**config.mk**
```make
export PLATFORM = sky130hd
export DESIGN_NAME = operand_fetch
export DESIGN_NICKNAME = d
export VERILOG_FILES = /design/src/rtl/operand_fetch.sv
export SDC_FILE = /design/constraint.sdc
export NUM_CORES = 1
export LEC_CHECK = 0
export ABC_AREA = 1
export BUFFER_PORTS_ARGS = -buffer_cell sky130_fd_sc_hd__buf_2
export CORE_AREA = 2 2 61 63
export CTS_CLUSTER_SIZE = 14
export DETAILED_ROUTE_END_ITERATION = 8
export DIE_AREA = 0 0 63 65
export GPL_TIMING_DRIVEN = 0
export PLACE_DENSITY = 0.79
export SYNTH_ARGS = -nofsm -noshare
export SYNTH_HDL_FRONTEND = slang
export SYNTH_SLANG_ARGS = --single-unit
```
**constraint.sdc**
```tcl
create_clock -name clk -period 1.5 [get_ports clk]
set_input_delay 0.3 -clock clk [delete_from_list [all_inputs] [get_ports clk]]
set_output_delay 0.3 -clock clk [all_outputs]
set_load 0.02 [all_outputs]
```
**src/rtl/operand_fetch.sv**
```systemverilog
// Purpose : fetches N_PAIRS operand pairs from a synchronous-read memory and
//           hands each pair to the multiplier datapath over valid/ready.
// Latency : start -> first out_valid in 4 cycles; 4 cycles per pair minimum;
//           a full job takes 4*N_PAIRS + 1 cycles from start to done.
// Backpressure: out_ready low holds PRESENT with stable operands and issues
//           no memory reads; start is ignored everywhere except IDLE.
//
// Ports:
//   clk, rst            clock, synchronous active-low reset
//   start               one-cycle job request (IDLE only)
//   mem_rd, mem_addr    read request to the operand memory
//   mem_rdata           read data, valid one cycle after mem_rd
//   op_a, op_b          registered operand pair
//   out_valid/out_ready pair handshake toward the datapath
//   pair_idx            index of the pair being fetched or presented
//   busy, done          job in progress / one-cycle completion pulse
module operand_fetch #(
  parameter int ADDR_W  = 4,
  parameter int DATA_W  = 16,
  parameter int N_PAIRS = 8
) (
  input  logic              clk,
  input  logic              rst,
  input  logic              start,
  output logic              mem_rd,
  output logic [ADDR_W-1:0] mem_addr,
  input  logic [DATA_W-1:0] mem_rdata,
  output logic [DATA_W-1:0] op_a,
  output logic [DATA_W-1:0] op_b,
  output logic              out_valid,
  input  logic              out_ready,
  output logic [ADDR_W-2:0] pair_idx,
  output logic              busy,
  output logic              done
);

  localparam int            K_W    = ADDR_W - 1;
  localparam logic [K_W-1:0] K_LAST = K_W'(N_PAIRS - 1);

  typedef enum logic [2:0] {
    S_IDLE,
    S_FETCH_A,
    S_FETCH_B,
    S_LATCH_B,
    S_PRESENT,
    S_DONE
  } state_t;

  state_t         state, state_nxt;
  logic [K_W-1:0] k, k_nxt;

  always_ff @(posedge clk) begin
    if (!rst) begin
      state <= S_IDLE;
      k     <= '0;
      op_a  <= '0;
      op_b  <= '0;
    end else begin
      state <= state_nxt;
      k     <= k_nxt;
      // Read data lags the request by one cycle: A arrives while B is
      // being requested, B arrives in the cycle after.
      if (state == S_FETCH_B) op_a <= mem_rdata;
      if (state == S_LATCH_B) op_b <= mem_rdata;
    end
  end

  always_comb begin
    state_nxt = state;
    k_nxt     = k;
    mem_rd    = 1'b0;
    mem_addr  = '0;
    out_valid = 1'b0;
    busy      = 1'b1;
    done      = 1'b0;
    unique case (state)
      S_IDLE: begin
        busy = 1'b0;
        if (start) begin
          state_nxt = S_FETCH_A;
          k_nxt     = '0;
        end
      end
      S_FETCH_A: begin
        mem_rd    = 1'b1;
        mem_addr  = {k, 1'b0};
        state_nxt = S_FETCH_B;
      end
      S_FETCH_B: begin
        mem_rd    = 1'b1;
        mem_addr  = {k, 1'b1};
        state_nxt = S_LATCH_B;
      end
      S_LATCH_B: begin
        state_nxt = S_PRESENT;
      end
      S_PRESENT: begin
        out_valid = 1'b1;
        if (out_ready) begin
          if (k == K_LAST) begin
            state_nxt = S_DONE;
          end else begin
            k_nxt     = k + 1'b1;
            state_nxt = S_FETCH_A;
          end
        end
      end
      S_DONE: begin
        done      = 1'b1;
        k_nxt     = '0;
        state_nxt = S_IDLE;
      end
      default: begin
        busy      = 1'b0;
        k_nxt     = '0;
        state_nxt = S_IDLE;
      end
    endcase
  end

  assign pair_idx = k;

endmodule

```
==> impl_summary.log, run 1 <==
INFO  metric status = finished, violations left
INFO  metric violations = negative setup slack
INFO  metric routed_wl = 4390 um
INFO  metric fin_crit_sh = 1.13
INFO  metric synth.distinct_cells = 26
INFO  metric power.static_leakage = 1.13 nW
INFO  metric finalHoldViolations = 0
INFO  metric edff_count_synth = 0
INFO  metric grt_setup_unrepaired = yes
INFO  metric final_critical_path_setup_slack = -0.189 ns
INFO  metric detail-route-antenna-nets = 0
INFO  metric portBuffers = 62
INFO  metric grt_first_pass_wirelength = 6620 um
INFO  metric power.density = 1120 nW/um^2
INFO  metric dp.cells = 307
INFO  metric power_report.internal_total = 1.72 mW
INFO  metric maxSlewHeadroom = 0.665
INFO  metric hpwlAfterDp = 2610 um
INFO  metric crit-reg2reg-capture = state[1]
INFO  metric io-pin-count = 63
INFO  metric finalWeightedCongestion = 0.811
INFO  metric layout.area.seq = 772 um^2
INFO  metric asyncSetResetFlopFracSynth = 0
INFO  metric reg2reg_from = state[0]
INFO  metric cts-root-buf = sky130_fd_sc_hd__clkbuf_4
INFO  metric cts_inserted_buffers = 5
INFO  metric detail_route.first_pass.iterations = 5
INFO  metric via_count_of_the_first_global_routing_pass = 1438
INFO  metric synth_area_per_cell = 7.92 um^2
INFO  metric globalRouteOverflowTotal = 0
INFO  metric synth_net_count = 219
INFO  metric h-tree-depth = 2
INFO  metric cts-root-to-sink-buffers = 2
INFO  metric reg2reg_setup_slack = -0.19 ns
INFO  metric fp.dieArea = 4100 um^2
INFO  metric switching_share = 0.322
INFO  metric netlist.top_cell.by_area = sky130_fd_sc_hd__dfxtp_1
INFO  metric synthesis.instances = 197
INFO  metric finalSetupViolations = 8
INFO  metric max_slew.worst_pin.slew = 0.503 ns
INFO  metric post-route-drc-count = 0
INFO  metric clock_sinks = 38
INFO  metric layout_min_cycle_time = 1.69 ns
INFO  metric count_of_nets_after_finishing = 305
INFO  metric ys_seq_elements = 38
INFO  metric grt_antenna_before_repair = 0
INFO  metric setup.worst_path.start_class = register
INFO  metric vias = 1621
INFO  metric placement_rows = 22
INFO  metric timing.hold.worst.start = mem_rdata[5]
INFO  metric fmax = 0.592 GHz
INFO  metric power_switching = 0.820 mW
INFO  metric yosys_warnings = 0
INFO  metric clock_latency = 0.34 ns
INFO  metric clk_pin_slew = 0.11 ns
INFO  metric synth.most_common_cell = sky130_fd_sc_hd__nand2_1
INFO  metric clock_power_share = 0.256
INFO  metric mapped_cell_area = 1560 um^2
INFO  metric setup-tns-final = -0.958 ns
INFO  metric placed_cell_area = 1930 um^2
INFO  metric worst_r2r_path_depth = 12
INFO  metric ys.flop_type = sky130_fd_sc_hd__dfxtp_1
INFO  metric die_w = 63 um
INFO  metric synth_top_area_frac = 0.488
INFO  metric number_of_fill_cells_in_the_layout = 324
INFO  metric core_footprint = 3500 um^2
INFO  metric final_cell_count_no_fill = 332
INFO  metric holdCritPathClass = input pin to register
INFO  metric ir_drop = 0.521 mV
INFO  metric timing.final.max_slew_violations = 0
INFO  metric first_iter_violations = 78
INFO  metric yosys-top-cells-area = sky130_fd_sc_hd__dfxtp_1, sky130_fd_sc_hd__nand2_1, sky130_fd_sc_hd__nor2_1, sky130_fd_sc_hd__a21oi_1, sky130_fd_sc_hd__nor2_2
INFO  metric layout-area-overhead-vs-synth = 45.2%
INFO  metric drive_above_1_share = 0.458
INFO  metric synth_seq_area_share = 0.488
INFO  metric die-height = 65 um
INFO  metric biggest_fanout_along_the_worst_timing_path = 4
INFO  metric number_of_max_cap_violations = 0
INFO  metric critPathCaptureType = register
INFO  metric design_area = 2270 um^2
INFO  metric crit_arrival = 1.96 ns
INFO  metric power_share_of_the_combinational_group = 0.296
INFO  metric start_util = 0.446
INFO  metric multi_input_area = 731 um^2
INFO  metric route.detailed.wl_per_inst = 13.2 um
INFO  metric clock-skew-final = 0.00694 ns
INFO  metric crit_required = 1.77 ns
INFO  metric track_usage = 0.209
INFO  metric drt-vias-per-instance = 4.88
INFO  metric tritoncts_clock_tree = built
INFO  metric post_cts_hold_buffer_count = 0
INFO  metric antennaDiodeCount = 0
INFO  metric power.share.sequential = 0.448
INFO  metric hold-path-endpoint = op_a[5]
INFO  metric synth_common_cells = sky130_fd_sc_hd__nand2_1, sky130_fd_sc_hd__dfxtp_1, sky130_fd_sc_hd__nor2_1, sky130_fd_sc_hd__a21oi_1
INFO  metric timing.setup.critical_path_class = register to register
INFO  metric timing.hold.worst_path_depth = 3
INFO  metric finish.utilization = 0.648
INFO  metric largest_net_degree_at_the_start_of_global_routing = 12
-- cell usage in the layout, fill, tap and decap left out, types with 4 or more instances in the layout --
cell type	n
sky130_fd_sc_hd__o21ai_1	8
sky130_fd_sc_hd__buf_4	19
sky130_fd_sc_hd__dfxtp_1	35
sky130_fd_sc_hd__buf_6	7
sky130_fd_sc_hd__nor2_1	29
sky130_fd_sc_hd__nor2_2	10
sky130_fd_sc_hd__inv_1	6
sky130_fd_sc_hd__nor2_4	7
sky130_fd_sc_hd__a21oi_1	17
sky130_fd_sc_hd__buf_2	56
sky130_fd_sc_hd__inv_4	4
sky130_fd_sc_hd__nand2_1	41
sky130_fd_sc_hd__clkbuf_4	5
sky130_fd_sc_hd__o21ai_0	9
-- power groups by stage --
stage / logic (mW) / registers (mW) / clock network, mW
global placement: 0.526 / 1.16 / 0
floorplan: 0.278 / 1.24 / 0
CTS: 0.624 / 1.14 / 0.663
global route: 0.810 / 1.15 / 0.723
detailed placement: 0.535 / 1.16 / 0
finish: 0.754 / 1.14 / 0.650
-- cell families (layout without fill, tap and decap cells) --
group | Yosys count | count (layout) | share of synthesized area
AND/OR/NAND/NOR | 101 | 101 | 0.304
buffers and inverters | 21 | 108 | 0.0778
AO/OA/AOI/OAI | 35 | 35 | 0.115
adder cells (fa/ha/maj) | 2 | 2 | 0.0160
flip-flops | 38 | 38 | 0.488
-- how the worst max path moves through the flow --
stage	depth (start not counted)	from	endpoint
after floorplan	6	state[1]	mem_addr[1]
after global placement	5	state[2]	mem_addr[0]
after detailed placement	5	state[2]	mem_addr[0]
after CTS	7	state[1]	mem_addr[1]
after global routing	12	state[0]	state[1]
final	12	state[0]	state[1]
-- state kept, by name, indices dropped and copies added (netlist names) --
| register | flops |
|---|---|
| op_a | 16 |
| op_b | 16 |
| pair_idx | 3 |
| state | 3 |
-- worst max-delay path: stages, from the launching register on --
cell and delay [ns]:
sky130_fd_sc_hd__dfxtp_4 0.40, sky130_fd_sc_hd__inv_4 0.06, sky130_fd_sc_hd__nand2_4 0.07, sky130_fd_sc_hd__nand2_4 0.05, sky130_fd_sc_hd__nor2_4 0.12, sky130_fd_sc_hd__inv_4 0.07
sky130_fd_sc_hd__buf_4 0.14, sky130_fd_sc_hd__buf_4 0.12, sky130_fd_sc_hd__buf_4 0.12, sky130_fd_sc_hd__buf_4 0.12, sky130_fd_sc_hd__buf_4 0.12, sky130_fd_sc_hd__buf_4 0.12
sky130_fd_sc_hd__nor2_1 0.10
-- per-layer routing --
layer | global-route usage | vias to the layer above | part of all wire
met5 | 0 | - | 0
met1 | 0.238 | 741 | 0.39
met4 | 0.0833 | 0 | 0.035
met2 | 0.370 | 65 | 0.50
met3 | 0.0590 | 16 | 0.069
li1 | - | 799 | -
-- stage by stage --
| stage | hold WS (ns) | setup slack [ns] | power (mW) |
|---|---|---|---|
| floorplan | 0.426 | -0.0789 | 1.52 |
| global placement | 0.448 | 0.0405 | 1.68 |
| detailed placement | 0.451 | 0.0216 | 1.69 |
| CTS | 0.190 | -0.148 | 2.43 |
| global route | 0.182 | -0.246 | 2.68 |
| finish | 0.195 | -0.189 | 2.54 |
-- timing repair --
item | 4_1_cts | 5_1_grt
cloned | 0 | 0
pin swaps | 5 | 5
endpoints found under the setup margin | 8 | 8
gates resized for setup | 22 | 22
buffers inserted | 8 | 10
-- layout make-up --
type,instances,share of cell area
flip-flops and latches,38,0.341
clock buffers,8,0.0348
well taps,48,0.0265
plain buffers,6,0.0243
multi-input cells,138,0.322
repair buffers,80,0.218
inverters,14,0.0331
No activity file was read; power rests on OpenSTA's default activity.
==> inputs of run 2 (changes only) <==
--- a/config.mk
+++ b/config.mk
@@ -13,6 +13,7 @@
 export DIE_AREA = 0 0 63 65
 export GPL_TIMING_DRIVEN = 0
 export PLACE_DENSITY = 0.79
+export REMOVE_ABC_BUFFERS = 1
 export SYNTH_ARGS = -nofsm -noshare
 export SYNTH_HDL_FRONTEND = slang
 export SYNTH_SLANG_ARGS = --single-unit
==> run 2 against run 1 <==
Effect of this change:
- the flow still finishes with violations (negative setup slack)
- critical path depth down 5
- sequential cell count unchanged
- largest cell class unchanged
- clock power is 5.4% higher
- die area unchanged
- power fell by 0.21%
- sequential power about the same
- non-clock buffer count fell by 1
- core utilization fell by 0.72 points
- largest power group unchanged
- via count decreased by 4.1%
- count of clock-buffer cells in the layout is 3 lower
==> impl_summary.log, run 2 (synthesized netlist as in run 1, its figures left out) <==
INFO  metric biggest_fanout_along_the_worst_timing_path = 4 (unchanged)
INFO  metric globalRouteOverflowTotal = 0 (unchanged)
INFO  metric grt_first_pass_wirelength = 5870 um (was 6620 um)
INFO  metric antennaDiodeCount = 0 (unchanged)
INFO  metric hpwlAfterDp = 2390 um (was 2610 um)
INFO  metric fin_crit_sh = 1.16 (was 1.13)
INFO  metric crit_required = 1.20 ns (was 1.77 ns)
INFO  metric post-route-drc-count = 0 (unchanged)
INFO  metric worstPathCellList = buf_6 -> nand2_4 -> inv_4 -> nor2_4 -> inv_2 -> nor2_1 -> buf_4 (was inv_4 -> nand2_4 -> nand2_4 -> nor2_4 -> inv_4 -> buf_4 -> buf_4 -> buf_4 -> buf_4 -> buf_4 -> buf_4 -> nor2_1)
INFO  metric h-tree-depth = 2 (unchanged)
INFO  metric die-height = 65 um (unchanged)
INFO  metric finalWeightedCongestion = 0.766 (was 0.811)
INFO  metric reg2reg_from = state[0] (unchanged)
INFO  metric start_util = 0.446 (unchanged)
INFO  metric routed_wl = 4190 um (was 4390 um)
INFO  metric critical_path.max_stage_delay = 0.39 ns (was 0.40 ns)
INFO  metric hold-path-endpoint = op_b[2] (was op_a[5])
INFO  metric clock_sinks = 38 (unchanged)
INFO  metric crit_arrival = 1.45 ns (was 1.96 ns)
INFO  metric fp.dieArea = 4100 um^2 (unchanged)
INFO  metric design_area = 2240 um^2 (was 2270 um^2)
INFO  metric ir_drop = 0.595 mV (was 0.521 mV)
INFO  metric holdCritPathClass = input pin to register (unchanged)
INFO  metric finish.utilization = 0.641 (was 0.648)
INFO  metric setup.worst_path.start_class = register (unchanged)
INFO  metric die_w = 63 um (unchanged)
INFO  metric fmax = 0.573 GHz (was 0.592 GHz)
INFO  metric first_iter_violations = 39 (was 78)
INFO  metric portBuffers = 62 (unchanged)
INFO  metric grt_antenna_before_repair = 0 (unchanged)
INFO  metric power.density = 1130 nW/um^2 (was 1120 nW/um^2)
INFO  metric cts_inserted_buffers = 5 (unchanged)
INFO  metric grt_setup_unrepaired = yes (unchanged)
INFO  metric core_footprint = 3500 um^2 (unchanged)
INFO  metric status = finished, violations left (unchanged)
INFO  metric route.detailed.wl_per_inst = 12.6 um (was 13.2 um)
INFO  metric detail_route.first_pass.iterations = 4 (was 5)
INFO  metric number_of_max_cap_violations = 0 (unchanged)
INFO  metric timing.critical_path.slowest_stage_cell = sky130_fd_sc_hd__dfxtp_4 (unchanged)
INFO  metric finalSetupViolations = 9 (was 8)
INFO  metric crit-reg2reg-capture = state[2] (was state[1])
INFO  metric placement_rows = 22 (unchanged)
INFO  metric clk_pin_slew = 0.11 ns (about the same)
INFO  metric power.static_leakage = 1.12 nW (was 1.13 nW)
INFO  metric io-pin-count = 63 (unchanged)
INFO  metric max_slew.worst_pin.slew = 0.586 ns (was 0.503 ns)
INFO  metric timing.hold.worst_path_depth = 3 (unchanged)
INFO  metric cts-root-buf = sky130_fd_sc_hd__clkbuf_4 (unchanged)
INFO  metric timing.final.max_slew_violations = 0 (unchanged)
INFO  metric count_of_nets_after_finishing = 305 (unchanged)
INFO  metric placed_cell_area = 1860 um^2 (was 1930 um^2)
INFO  metric layout.cells.most_common = sky130_fd_sc_hd__buf_2 (unchanged)
INFO  metric final_critical_path_setup_slack = -0.246 ns (was -0.189 ns)
INFO  metric clock_latency = 0.34 ns (about the same)
INFO  metric finalHoldViolations = 0 (unchanged)
INFO  metric violations = negative setup slack (unchanged)
INFO  metric timing.hold.worst.start = mem_rdata[2] (was mem_rdata[5])
INFO  metric drt-vias-per-instance = 4.68 (was 4.88)
INFO  metric track_usage = 0.185 (was 0.209)
INFO  metric drive_above_1_share = 0.465 (was 0.458)
INFO  metric maxSlewHeadroom = 0.607 (was 0.665)
INFO  metric worst_r2r_path_depth = 9 (was 12)
INFO  metric reg2reg_setup_slack = -0.01 ns (was -0.19 ns)
INFO  metric timing.setup.critical_path_class = register to output port (was register to register)
INFO  metric whs = 0.196 ns (was 0.195 ns)
INFO  metric via_count_of_the_first_global_routing_pass = 1299 (was 1438)
INFO  metric commonest_non_fill_non_tap_cells_in_the_layout = sky130_fd_sc_hd__buf_2, sky130_fd_sc_hd__nand2_1, sky130_fd_sc_hd__dfxtp_1 (unchanged)
INFO  metric vias = 1554 (was 1621)
INFO  metric critPathCaptureType = output port (was register)
INFO  metric crit_family = flip-flops (was buffers and inverters)
INFO  metric detail-route-antenna-nets = 0 (unchanged)
INFO  metric layout-area-overhead-vs-synth = 43.6% (was 45.2%)
INFO  metric clock-skew-final = 0.00700 ns (was 0.00694 ns)
INFO  metric path_buf_inv = 4 (was 8)
INFO  metric layout_min_cycle_time = 1.75 ns (was 1.69 ns)
INFO  metric cts-root-to-sink-buffers = 2 (unchanged)
INFO  metric worst_slack_at_placement = -0.195 ns (was 0.0216 ns)
INFO  metric largest_net_degree_at_the_start_of_global_routing = 21 (was 12)
INFO  metric top_regs = op_a: 16 flops, op_b: 16 flops (unchanged)
INFO  metric tritoncts_clock_tree = built (unchanged)
==> run 2: cell types whose count changed in the layout (fill, tap and decap cells not counted), sizes merged <==
cell,previous run,this run
bufinv,0,1
clkbuf,9,5
clkinv,2,4
inv,12,13
==> run 2: layout make-up <==
type | count | area [um^2]
multi-input combinational | 138 | 721
inverter | 14 | 72.6
tap | 48 | 60.1
fill | 338 | 1250
timing repair inverter | 1 | 8.76
clock inverter | 3 | 40.0
clock buffer | 5 | 37.5
sequential | 38 | 772
timing repair buffer | 85 | 529
==> run 2: routing by layer <==
metal  track usage  vias up  wire length, um
met2         0.309       46             2090
li1              -      792                -
met4        0.0667        0              123
met5             0        -                0
met1         0.231      702             1790
met3        0.0486       14              187
==> run 2: repair_timing <==
action                     CTS  global route
hold buffers                 0             0
pin swaps                    6             4
resized for setup           21            22
cloned                       0             1
buffers inserted             8            15
setup endpoints to repair    9             8
==> run 2: how the worst max path moves through the flow <==
stage	start	end	cells after the start
finish	state[0]	mem_addr[1]	7
global route	state[0]	mem_addr[1]	7
CTS	state[0]	mem_addr[2]	7
detailed placement	rst	state[0]	3
global placement	rst	state[0]	3
floorplan	state[1]	mem_addr[1]	6
==> run 2: worst reg2reg max path, stage by stage, from the launching register on <==
cell and delay, ns:
sky130_fd_sc_hd__dfxtp_4 0.40, sky130_fd_sc_hd__buf_6 0.11, sky130_fd_sc_hd__nand2_4 0.05, sky130_fd_sc_hd__buf_4 0.12, sky130_fd_sc_hd__buf_4 0.13, sky130_fd_sc_hd__nor2_4 0.16
sky130_fd_sc_hd__inv_4 0.13, sky130_fd_sc_hd__nand2_1 0.13, sky130_fd_sc_hd__nand3_2 0.09, sky130_fd_sc_hd__a21oi_2 0.11
==> run 2: where the power goes <==
part           switching [mW]  internal (mW)
logic                   0.415          0.300
registers              0.0537           1.09
clock network           0.340          0.345
==> run 2: per-stage QoR <==
| step | std cells | power (mW) | setup TNS [ns] |
|---|---|---|---|
| 6_report | 332 | 2.54 | -1.00 |
| 5_1_grt | 332 | 2.67 | -1.55 |
| 4_1_cts | 316 | 2.41 | -0.699 |
| 3_5_place_dp | 300 | 1.67 | -1.29 |
| 3_3_place_gp | 300 | 1.66 | -1.01 |
| 2_1_floorplan | 190 | 1.49 | -0.597 |
